$ cat config.mk
export PLATFORM = sky130hd
export DESIGN_NAME = mc_ctrl_flat
export DESIGN_NICKNAME = d
export VERILOG_FILES = /design/src/rtl/mc_ctrl_if.sv /design/src/rtl/mc_ctrl.sv /design/src/flat_wrapper.sv
export SDC_FILE = /design/constraint.sdc
export NUM_CORES = 1
export LEC_CHECK = 0
export CAP_MARGIN = 25
export CORE_ASPECT_RATIO = 0.7
export CORE_MARGIN = 2
export CORE_UTILIZATION = 34
export DETAILED_ROUTE_END_ITERATION = 10
export PLACE_DENSITY = 0.87
export SLEW_MARGIN = 20
export SYNTH_ARGS = -nofsm -noshare
export SYNTH_HDL_FRONTEND = slang
export SYNTH_SLANG_ARGS = --single-unit
$ cat constraint.sdc
create_clock -name clk -period 5.7 [get_ports clk]
set_clock_uncertainty 0.05 [all_clocks]
set_input_delay 1.425 -clock clk [delete_from_list [all_inputs] [get_ports clk]]
set_output_delay 1.425 -clock clk [all_outputs]
set_load 0.01 [all_outputs]
$ cat src/rtl/mc_ctrl_if.sv
// rtl/mc_ctrl_if.sv - decode inputs and control/debug outputs of the multi-cycle main control FSM
//
// Signals:
//   opcode[5:0], funct[5:0]  IR fields, stable from S_DECODE until the next S_FETCH
//   dm_ready                 data memory done, sampled in S_MEM
//   pc_en, pc_select[1:0]    PC load strobe and source (00 pc+4, 01 branch, 10 jump, 11 register)
//   ir_wr, reg_wr, dm_wr     IR / GPR / data memory write strobes
//   reg_dst[1:0]             GPR write address (00 rt, 01 rd, 10 $31)
//   wd_sel[1:0]              GPR write data (00 ALU, 01 memory, 10 pc+4)
//   alu_src_b, alu_op[2:0]   ALU B source and operation
//   ext_op[1:0]              immediate extension (00 zero, 01 sign)
//   state[2:0]               current FSM state, for debug
//   instr_cnt, cycle_cnt     performance counters (zero unless MC_CTRL_PERF_EN)
// Modports: slave = controller side, master = environment driving the IR fields.
interface mc_ctrl_if;
    logic [5:0]  opcode;
    logic [5:0]  funct;
    logic        dm_ready;
    logic        pc_en;
    logic [1:0]  pc_select;
    logic        ir_wr;
    logic        reg_wr;
    logic [1:0]  reg_dst;
    logic [1:0]  wd_sel;
    logic        alu_src_b;
    logic [2:0]  alu_op;
    logic [1:0]  ext_op;
    logic        dm_wr;
    logic [2:0]  state;
    logic [31:0] instr_cnt;
    logic [31:0] cycle_cnt;

    modport slave (
        input  opcode, funct, dm_ready,
        output pc_en, pc_select, ir_wr, reg_wr, reg_dst, wd_sel,
               alu_src_b, alu_op, ext_op, dm_wr, state, instr_cnt, cycle_cnt
    );

    modport master (
        output opcode, funct, dm_ready,
        input  pc_en, pc_select, ir_wr, reg_wr, reg_dst, wd_sel,
               alu_src_b, alu_op, ext_op, dm_wr, state, instr_cnt, cycle_cnt
    );
endinterface

$ cat src/rtl/mc_ctrl.sv
// rtl/mc_ctrl.sv - main control state machine of the multi-cycle MIPS core
//
// Ports:
//   clk    core clock, rising edge
//   reset  synchronous, active-high; all outputs except state read 0 while high
//   bus    mc_ctrl_if.slave: opcode/funct/dm_ready in, PC/IR/GPR/ALU/DM controls out
// Parameter RESET_STATE: encoding of S_FETCH, loaded on reset.
// Optional macro MC_CTRL_PERF_EN adds retired-instruction and cycle counters;
// without it instr_cnt/cycle_cnt are tied to 0.
module mc_ctrl #(
    parameter logic [2:0] RESET_STATE = 3'd0
) (
    input  logic     clk,
    input  logic     reset,
    mc_ctrl_if.slave bus
);

    typedef enum logic [2:0] {
        S_FETCH  = 3'd0,
        S_DECODE = 3'd1,
        S_EXE    = 3'd2,
        S_MEM    = 3'd3,
        S_WB     = 3'd4
    } state_t;

    // Plain vector so that illegal codes 5..7 are representable and recoverable.
    logic [2:0] state_q;
    state_t     next_state;

    logic       pc_en_c;
    logic [1:0] pc_select_c;
    logic       ir_wr_c;
    logic       reg_wr_c;
    logic [1:0] reg_dst_c;
    logic [1:0] wd_sel_c;
    logic       alu_src_b_c;
    logic [2:0] alu_op_c;
    logic [1:0] ext_op_c;
    logic       dm_wr_c;

    // Decode straight from the IR fields; the IR is stable for the whole instruction.
    logic is_rtype, is_addu, is_subu, is_jr, is_ori, is_lui;
    logic is_lw, is_sw, is_beq, is_j, is_jal, is_alu;

    assign is_rtype = (bus.opcode == 6'b000000);
    assign is_addu  = is_rtype && (bus.funct == 6'b100001);
    assign is_subu  = is_rtype && (bus.funct == 6'b100011);
    assign is_jr    = is_rtype && (bus.funct == 6'b001000);
    assign is_ori   = (bus.opcode == 6'b001101);
    assign is_lui   = (bus.opcode == 6'b001111);
    assign is_lw    = (bus.opcode == 6'b100011);
    assign is_sw    = (bus.opcode == 6'b101011);
    assign is_beq   = (bus.opcode == 6'b000100);
    assign is_j     = (bus.opcode == 6'b000010);
    assign is_jal   = (bus.opcode == 6'b000011);
    assign is_alu   = is_addu | is_subu | is_ori | is_lui;

    always_ff @(posedge clk) begin
        if (reset) begin
            state_q <= RESET_STATE;
        end else begin
            state_q <= next_state;
        end
    end

    always_comb begin
        next_state  = S_FETCH;
        pc_en_c     = 1'b0;
        pc_select_c = 2'b00;
        ir_wr_c     = 1'b0;
        reg_wr_c    = 1'b0;
        reg_dst_c   = 2'b00;
        wd_sel_c    = 2'b00;
        alu_src_b_c = 1'b0;
        alu_op_c    = 3'b000;
        ext_op_c    = 2'b00;
        dm_wr_c     = 1'b0;

        case (state_q)
            S_FETCH: begin
                ir_wr_c    = 1'b1;
                next_state = S_DECODE;
            end
            S_DECODE: begin
                if (is_jal) begin
                    next_state = S_WB;
                end else if (is_alu || is_lw || is_sw || is_beq) begin
                    next_state = S_EXE;
                end else begin
                    // j, jr and every unsupported encoding retire here.
                    pc_en_c     = 1'b1;
                    pc_select_c = is_j ? 2'b10 : (is_jr ? 2'b11 : 2'b00);
                    next_state  = S_FETCH;
                end
            end
            S_EXE: begin
                alu_src_b_c = is_ori | is_lui | is_lw | is_sw;
                ext_op_c    = (is_lw | is_sw | is_beq) ? 2'b01 : 2'b00;
                if (is_subu || is_beq)  alu_op_c = 3'b001;
                else if (is_ori)        alu_op_c = 3'b010;
                else if (is_lui)        alu_op_c = 3'b011;
                else                    alu_op_c = 3'b000;
                if (is_beq) begin
                    pc_en_c     = 1'b1;
                    pc_select_c = 2'b01;
                    next_state  = S_FETCH;
                end else if (is_lw || is_sw) begin
                    next_state = S_MEM;
                end else begin
                    next_state = S_WB;
                end
            end
            S_MEM: begin
                // Keep the address computation driven so the memory address
                // cannot drift while dm_ready is low.
                alu_src_b_c = 1'b1;
                ext_op_c    = 2'b01;
                alu_op_c    = 3'b000;
                dm_wr_c     = is_sw;
                if (!bus.dm_ready) begin
                    next_state = S_MEM;
                end else if (is_sw) begin
                    pc_en_c    = 1'b1;
                    next_state = S_FETCH;
                end else begin
                    next_state = S_WB;
                end
            end
            S_WB: begin
                reg_wr_c    = 1'b1;
                pc_en_c     = 1'b1;
                reg_dst_c   = is_jal ? 2'b10 : ((is_addu | is_subu) ? 2'b01 : 2'b00);
                wd_sel_c    = is_jal ? 2'b10 : (is_lw ? 2'b01 : 2'b00);
                pc_select_c = is_jal ? 2'b10 : 2'b00;
                next_state  = S_FETCH;
            end
            default: begin
                next_state = S_FETCH;
            end
        endcase
    end

    // Reset masks every strobe so a write pending in the current state never lands.
    assign bus.pc_en     = reset ? 1'b0   : pc_en_c;
    assign bus.pc_select = reset ? 2'b00  : pc_select_c;
    assign bus.ir_wr     = reset ? 1'b0   : ir_wr_c;
    assign bus.reg_wr    = reset ? 1'b0   : reg_wr_c;
    assign bus.reg_dst   = reset ? 2'b00  : reg_dst_c;
    assign bus.wd_sel    = reset ? 2'b00  : wd_sel_c;
    assign bus.alu_src_b = reset ? 1'b0   : alu_src_b_c;
    assign bus.alu_op    = reset ? 3'b000 : alu_op_c;
    assign bus.ext_op    = reset ? 2'b00  : ext_op_c;
    assign bus.dm_wr     = reset ? 1'b0   : dm_wr_c;
    assign bus.state     = state_q;

`ifdef MC_CTRL_PERF_EN
    logic [31:0] instr_q;
    logic [31:0] cycle_q;

    always_ff @(posedge clk) begin
        if (reset) begin
            instr_q <= 32'd0;
            cycle_q <= 32'd0;
        end else begin
            cycle_q <= cycle_q + 32'd1;
            if (pc_en_c) begin
                instr_q <= instr_q + 32'd1;
            end
        end
    end

    assign bus.instr_cnt = instr_q;
    assign bus.cycle_cnt = cycle_q;
`else
    assign bus.instr_cnt = 32'd0;
    assign bus.cycle_cnt = 32'd0;
`endif

endmodule
$ cat src/flat_wrapper.sv
// flat-port wrapper written by rule: the top's interface ports become plain ports
module mc_ctrl_flat 
#(
    parameter logic [2:0] RESET_STATE = 3'd0
)
  (clk, reset, bus_opcode, bus_funct, bus_dm_ready, bus_pc_en, bus_pc_select, bus_ir_wr, bus_reg_wr, bus_reg_dst, bus_wd_sel, bus_alu_src_b, bus_alu_op, bus_ext_op, bus_dm_wr, bus_state, bus_instr_cnt, bus_cycle_cnt);
  mc_ctrl_if bus_i ();
  input  logic clk;
  input  logic reset;
  input wire logic [$bits(bus_i.opcode)-1:0] bus_opcode;
  input wire logic [$bits(bus_i.funct)-1:0] bus_funct;
  input wire logic [$bits(bus_i.dm_ready)-1:0] bus_dm_ready;
  output wire logic [$bits(bus_i.pc_en)-1:0] bus_pc_en;
  output wire logic [$bits(bus_i.pc_select)-1:0] bus_pc_select;
  output wire logic [$bits(bus_i.ir_wr)-1:0] bus_ir_wr;
  output wire logic [$bits(bus_i.reg_wr)-1:0] bus_reg_wr;
  output wire logic [$bits(bus_i.reg_dst)-1:0] bus_reg_dst;
  output wire logic [$bits(bus_i.wd_sel)-1:0] bus_wd_sel;
  output wire logic [$bits(bus_i.alu_src_b)-1:0] bus_alu_src_b;
  output wire logic [$bits(bus_i.alu_op)-1:0] bus_alu_op;
  output wire logic [$bits(bus_i.ext_op)-1:0] bus_ext_op;
  output wire logic [$bits(bus_i.dm_wr)-1:0] bus_dm_wr;
  output wire logic [$bits(bus_i.state)-1:0] bus_state;
  output wire logic [$bits(bus_i.instr_cnt)-1:0] bus_instr_cnt;
  output wire logic [$bits(bus_i.cycle_cnt)-1:0] bus_cycle_cnt;
  assign bus_i.opcode = bus_opcode;
  assign bus_i.funct = bus_funct;
  assign bus_i.dm_ready = bus_dm_ready;
  assign bus_pc_en = bus_i.pc_en;
  assign bus_pc_select = bus_i.pc_select;
  assign bus_ir_wr = bus_i.ir_wr;
  assign bus_reg_wr = bus_i.reg_wr;
  assign bus_reg_dst = bus_i.reg_dst;
  assign bus_wd_sel = bus_i.wd_sel;
  assign bus_alu_src_b = bus_i.alu_src_b;
  assign bus_alu_op = bus_i.alu_op;
  assign bus_ext_op = bus_i.ext_op;
  assign bus_dm_wr = bus_i.dm_wr;
  assign bus_state = bus_i.state;
  assign bus_instr_cnt = bus_i.instr_cnt;
  assign bus_cycle_cnt = bus_i.cycle_cnt;
  mc_ctrl #(.RESET_STATE(RESET_STATE)) u_core (.clk(clk), .reset(reset), .bus(bus_i));
endmodule
==> results of run 1 <==
[layout make-up]
cell class,instances,area share [%]
multi-input cells,145,59.7
repair buffers,34,27.4
flip-flops and latches,3,4.94
well taps,38,3.91
clock buffers,4,3.71
inverters,1,0.309
[critical path, stage by stage]
cell and delay (ns):
clkdlybuf4s50_1 0.57, or3b_4 0.42, or4_4 0.53, a21boi_1 0.15
a311oi_1 0.29, clkdlybuf4s50_1 0.58
[where the power goes]
part           internal (uW)  switching [uW]  total [uW]
Clock                   47.8            14.7        62.5
Sequential              21.9            2.75        24.6
Combinational           20.1            36.5        56.5
Total                   89.7            53.9         144
[worst max path at each step]
stage,endpoint,slack (ns),depth (start not counted)
floorplan,bus_pc_en,1.23,5
global placement,bus_pc_en,0.30,6
detailed placement,bus_pc_en,0.29,6
CTS,bus_pc_en,0.28,6
global route,bus_pc_en,0.19,6
finish,bus_pc_en,0.27,6
[per-stage QoR]
step	setup slack, ns	area, um^2	util (%)
global placement	0.302	1170	37.7
CTS	0.283	1210	39.1
finish	0.273	1210	39.1
global route	0.194	1210	39.1
detailed placement	0.292	1170	37.7
floorplan	1.23	1330	-
[cells by family after synthesis]
| family | count (synthesis) | synth area share [%] |
|---|---|---|
| AND/OR/NAND/NOR | 58 | 29.8 |
| flip-flops | 3 | 5.52 |
| buffers and inverters | 74 | 50.2 |
| AO/OA/AOI/OAI | 19 | 12.5 |
| XOR/XNOR | 2 | 1.61 |
| other | 1 | 0.345 |
[routing by layer]
layer	up-vias	track usage [%]	wire length (um)
li1	468	-	-
met1	440	15.3	1020
met2	55	18.5	1100
met3	2	2.37	209
met4	0	1.89	8
met5	-	0	0
[cells in the final DEF, fill, tap and decap left out, types with 2 or more instances in the layout]
cell type / Yosys / layout
nand3_1: 5 / 5
nand2_1: 7 / 7
nor3b_1: 2 / 2
dfxtp_1: 3 / 3
nor4_1: 4 / 4
conb_1: 1 / 66
clkbuf_8: 0 / 3
nor3_1: 5 / 5
or4_1: 2 / 2
a21oi_1: 2 / 2
buf_4: 67 / 3
clkdlybuf4s50_1: 0 / 31
a21boi_1: 3 / 3
nor2_1: 17 / 17
or3_1: 2 / 2
o21a_1: 2 / 2
nor2b_1: 2 / 2
nand2b_1: 2 / 2
a31oi_1: 2 / 2
nand4b_1: 2 / 2
o21ai_0: 3 / 3
==> results.md, run 1 <==
* CTS Root Cell: clkbuf_8
* VDD IR max at 0.0524 mV
* Full die area at between 3000 and 4000 um^2
* Design Power at 144 uW
* Top cells by count, synth: 67 x buf_4, 17 x nor2_1, 7 x nand2_1, 5 x nand3_1, 5 x nor3_1
* Final setup fails at 0
* Seq. cell area at roughly 60 um^2
* Crit Reg-Reg Endpoint: u_core.bus.state[1]
* Worst Path Required at roughly 4.2 ns
* Vias per std cell at between 4 and 5
* First-pass GRT wire length at ~3.3 mm
* Clk_lat worst skew at roughly 0.22 ns
* Area of the multi-input gates at a little over 700 um^2
* Maximum number of pins on one net before global-route repair at 18
* Count of pins over their slew limit at 0
* Layout cells sized above 1 at 4.81%
* Worst slew margin at 60.4%
* Pre-antenna DRT Iters at 4
* Grt ovf at 0
* Max cap viols at 0
* Most instantiated library cell after synthesis: buf_4
* PwrDens at between 100 and 150 nW/um^2
* Layout net count at around 200
* Clock Tree Buf Depth at 2
* Hold_buf cts at 0
* Crit path max fanout at 7
* Core area at between 3000 and 4000 um^2
* Initial antenna violation count at 0
* R2R Path Start: u_core.bus.state[0]
* I/O pin total at between 90 and 100
* Worst-margin pin slew at ~0.59 ns
* FF+latch count, synth at 3
* Chip width at ~70 um
* CP endpoint kind: output pin
* Crit start category: input port
* I/O Buffers at 31
* Syn Inst Count at around 160
* Hold crit path type: reg -> reg
* Total CTS buffers at 3
* # fillers at approximately 330
* Cell area after synthesis at about 1100 um^2
* Post-cts sizing count at 0
* Hold depth at 2
* DP HPWL at 1.94 mm
* Clock-pin slew on the worst setup and hold paths at around 0.03 ns
* Starting density of the core at about a third
* Final WL at 2.34 mm
* # H-tree levels at 1
* Avg Synthesized Cell Area at between 6 and 7 um^2
* Synthesis warning total at 0
* Max FFs per register at 3
* Routability cong. at between 0.8 and 0.9
* Worst Hold Launch: u_core.bus.state[1]
* WHS at slightly above 0.6 ns
* Area Overhead vs Synth at 11.7%
* Final Hold Vio Count at 0
* Avg WL per Cell at 10.4 um
* All-layer global routing usage at between 10% and 20%
* Worst-case reg-to-reg path depth at 4
* Inst Count DP at 221
* Vias in the first global route at between 700 and 800
* Synth area leaders: buf_4 46%, nor2_1 5.9%, dfxtp_1 5.5%
* CTS tree: built
* Number of flops mapped to enable cells by yosys at 0
* DRC Markers at 0
* Endpoint, Worst Hold: u_core.bus.state[1]
* CTS Sinks at 3
* Post-route ant nets at 0
* Fmax achieved at between 0.15 and 0.2 GHz
* Synth Flop Type: dfxtp_1
* RSZ-0062 raised after global routing: no
* Share of the synthesized area in the top cell type at 46.3%
* Sequential fraction of the synthesis area at roughly 5.5%
* Vias at between 900 and 1000
* Post-route insts no fill at between 200 and 250
* Site Rows at 17
* Minimum clock period at 5.43 ns
* R2R Setup Slk at ~4 ns
* 1st-iter DRT viols at 150
* Setup bufs post-CTS at 0
* Status: finished clean
* Crit share post-route at between 90% and 100%
* Kind of critical path: in -> out
* Die H at between 50 and 60 um
* Critical path arrival at around 4.0 ns
* Cell taking the most area after synthesis: buf_4
* # diodes at 0
* Setup crit start: bus_opcode[2]
* Setup TNS Final at 0 ns
* LEAKAGE at 0.000502 uW
* Async set-reset flop share out of synthesis at 0%
* Post-synth cell types at 40
Power figures use the tool's default switching activity.
==> run 2, diff against run 1 <==
==> constraint.sdc (replaced) <==
create_clock -name clk -period 6.8 [get_ports clk]
set_clock_uncertainty 0.05 [all_clocks]
set_input_delay 1.7 -clock clk [delete_from_list [all_inputs] [get_ports clk]]
set_output_delay 1.7 -clock clk [all_outputs]
set_load 0.01 [all_outputs]
==> run 2 against run 1 <==
Die area did not move. First-iteration DRC count fell by 60%. Critical path depth did not move. Largest cell class unchanged. Sequential cell count did not move. Hold slack improved by 0.0093 ns. Via count fell by 5.5%. Combinational power fell by 20%.
==> results.md, run 2 (synthesized netlist as in run 1, its figures left out) <==
* Final WL at about 2.2 mm
* Clock-pin slew on the worst setup and hold paths at about 0.03 ns
* CP endpoint kind: output pin
* Grt ovf at 0
* Fmax achieved at roughly 0.17 GHz
* Kind of critical path: in -> out
* Chip width at 71.6 um
* # diodes at 0
* Post-route insts no fill at around 220
* DP HPWL at around 1.8 mm
* Total CTS buffers at 3
* Inst Count DP at 218
* Post-route cell area at about 1200 um^2
* Design Power at 117 uW
* Layout net count at 200
* Setup bufs post-CTS at 0
* RSZ-0062 raised after global routing: no
* Area of the multi-input gates at between 700 and 800 um^2
* Vias in the first global route at between 700 and 800
* Crit path max fanout at 10
* CTS tree: built
* CTS Root Cell: clkbuf_8
* Die H at about 50 um
* Most frequent cells in the layout: 66 x conb_1, 31 x clkdlybuf4s50_1, 17 x nor2_1
* Setup TNS Final at 0 ns
* Post-route ant nets at 0
* Initial antenna violation count at 0
* All-layer global routing usage at approximately 11%
* Routability cong. at ~0.89
* I/O Buffers at 31
* Clock Tree Buf Depth at 2
* 1st-iter DRT viols at 60
* DRC Markers at 0
* Starting density of the core at 35.0%
* Commonest non-fill, non-tap cell in the layout: conb_1
* Final Hold Vio Count at 0
* Area Overhead vs Synth at 9.67%
* Count of pins over their slew limit at 0
* Clk_lat worst skew at 0.21 ns
* Final design utilization at between 30% and 40%
* Layout cells sized above 1 at around 3.3%
* Crit share post-route at between 80% and 90%
* LEAKAGE at about 0.0005 uW
* Post-cts sizing count at 0
* Seq. cell area at between 60 and 70 um^2
* Site Rows at 17
* Hold_buf cts at 0
* First-pass GRT wire length at ~3.2 mm
* Core area at around 3100 um^2
* Maximum number of pins on one net before global-route repair at 18
* Max cap viols at 0
* Pre-antenna DRT Iters at 4
* Vias per std cell at just over 4
* Full die area at 3670 um^2
* Minimum clock period at ~6 ns
* I/O pin total at 98
* # H-tree levels at 1
* Worst Path Required at just over 5 ns
* PwrDens at roughly 98 nW/um^2
* Final setup fails at 0
* Hold crit path type: reg -> reg
* Critical path arrival at about 4.3 ns
* CTS Sinks at 3
* Crit start category: input port
* # fillers at between 300 and 400
* Max FFs per register at 3
* VDD IR max at about 0.038 mV
* Avg WL per Cell at 9.78 um
* Worst slew margin at roughly three fifths
* Placed Area at 1150 um^2
* Vias at around 910
* Worst-margin pin slew at 0.568 ns
* Status: finished clean
==> run 2: cell count changes in the layout (fill, tap and decap cells not counted), sizes merged <==
cell  before  now
buf        3    0
==> run 2: critical path: stages <==
cell and delay [ns]:
clkdlybuf4s50_1 0.58, or3b_4 0.48, or4_4 0.52, a21boi_1 0.14, a311oi_1 0.28, clkdlybuf4s50_1 0.58
==> run 2: final timing paths <==
path                         endpoint                start  slack, ns  cells after the start
hold reg to reg   u_core.bus.state[1]  u_core.bus.state[1]       0.62                      2
hold / removal    u_core.bus.state[1]  u_core.bus.state[1]       0.62                      2
setup reg to reg  u_core.bus.state[1]  u_core.bus.state[0]       5.12                      4
setup / recovery            bus_pc_en        bus_opcode[4]       0.76                      6
==> run 2: report_power, final <==
part | switching [uW] | internal [uW] | leakage, uW | total [uW]
combinational | 29.7 | 15.7 | 0.000440 | 45.4
sequential | 2.39 | 18.4 | 0.0000245 | 20.8
clock | 11.1 | 39.9 | 0.0000228 | 51.1
total | 43.2 | 74.0 | 0.000487 | 117
==> run 2: per-layer routing <==
metal	wire length, um	part of all wire, %	track usage [%]
met1	986	45	14.7
met2	985	45	16.0
met4	0	0	2.83
met3	198	9.1	3.55
met5	0	0	0
==> run 2: layout make-up <==
| class | instances | share of cell area [%] |
|---|---|---|
| Sequential cell | 3 | 5.04 |
| Clock buffer | 4 | 3.78 |
| Timing Repair Buffer | 31 | 26.0 |
| Inverter | 1 | 0.315 |
| Multi-Input combinational cell | 145 | 60.9 |
| Tap cell | 38 | 3.99 |
==> run 2: per-stage QoR <==
stage	setup WS (ns)	hold slack, ns
after CTS	0.762	0.620
after global placement	0.797	0.606
after global routing	0.683	0.689
final	0.761	0.623
after detailed placement	0.774	0.611
after floorplan	1.78	0.685
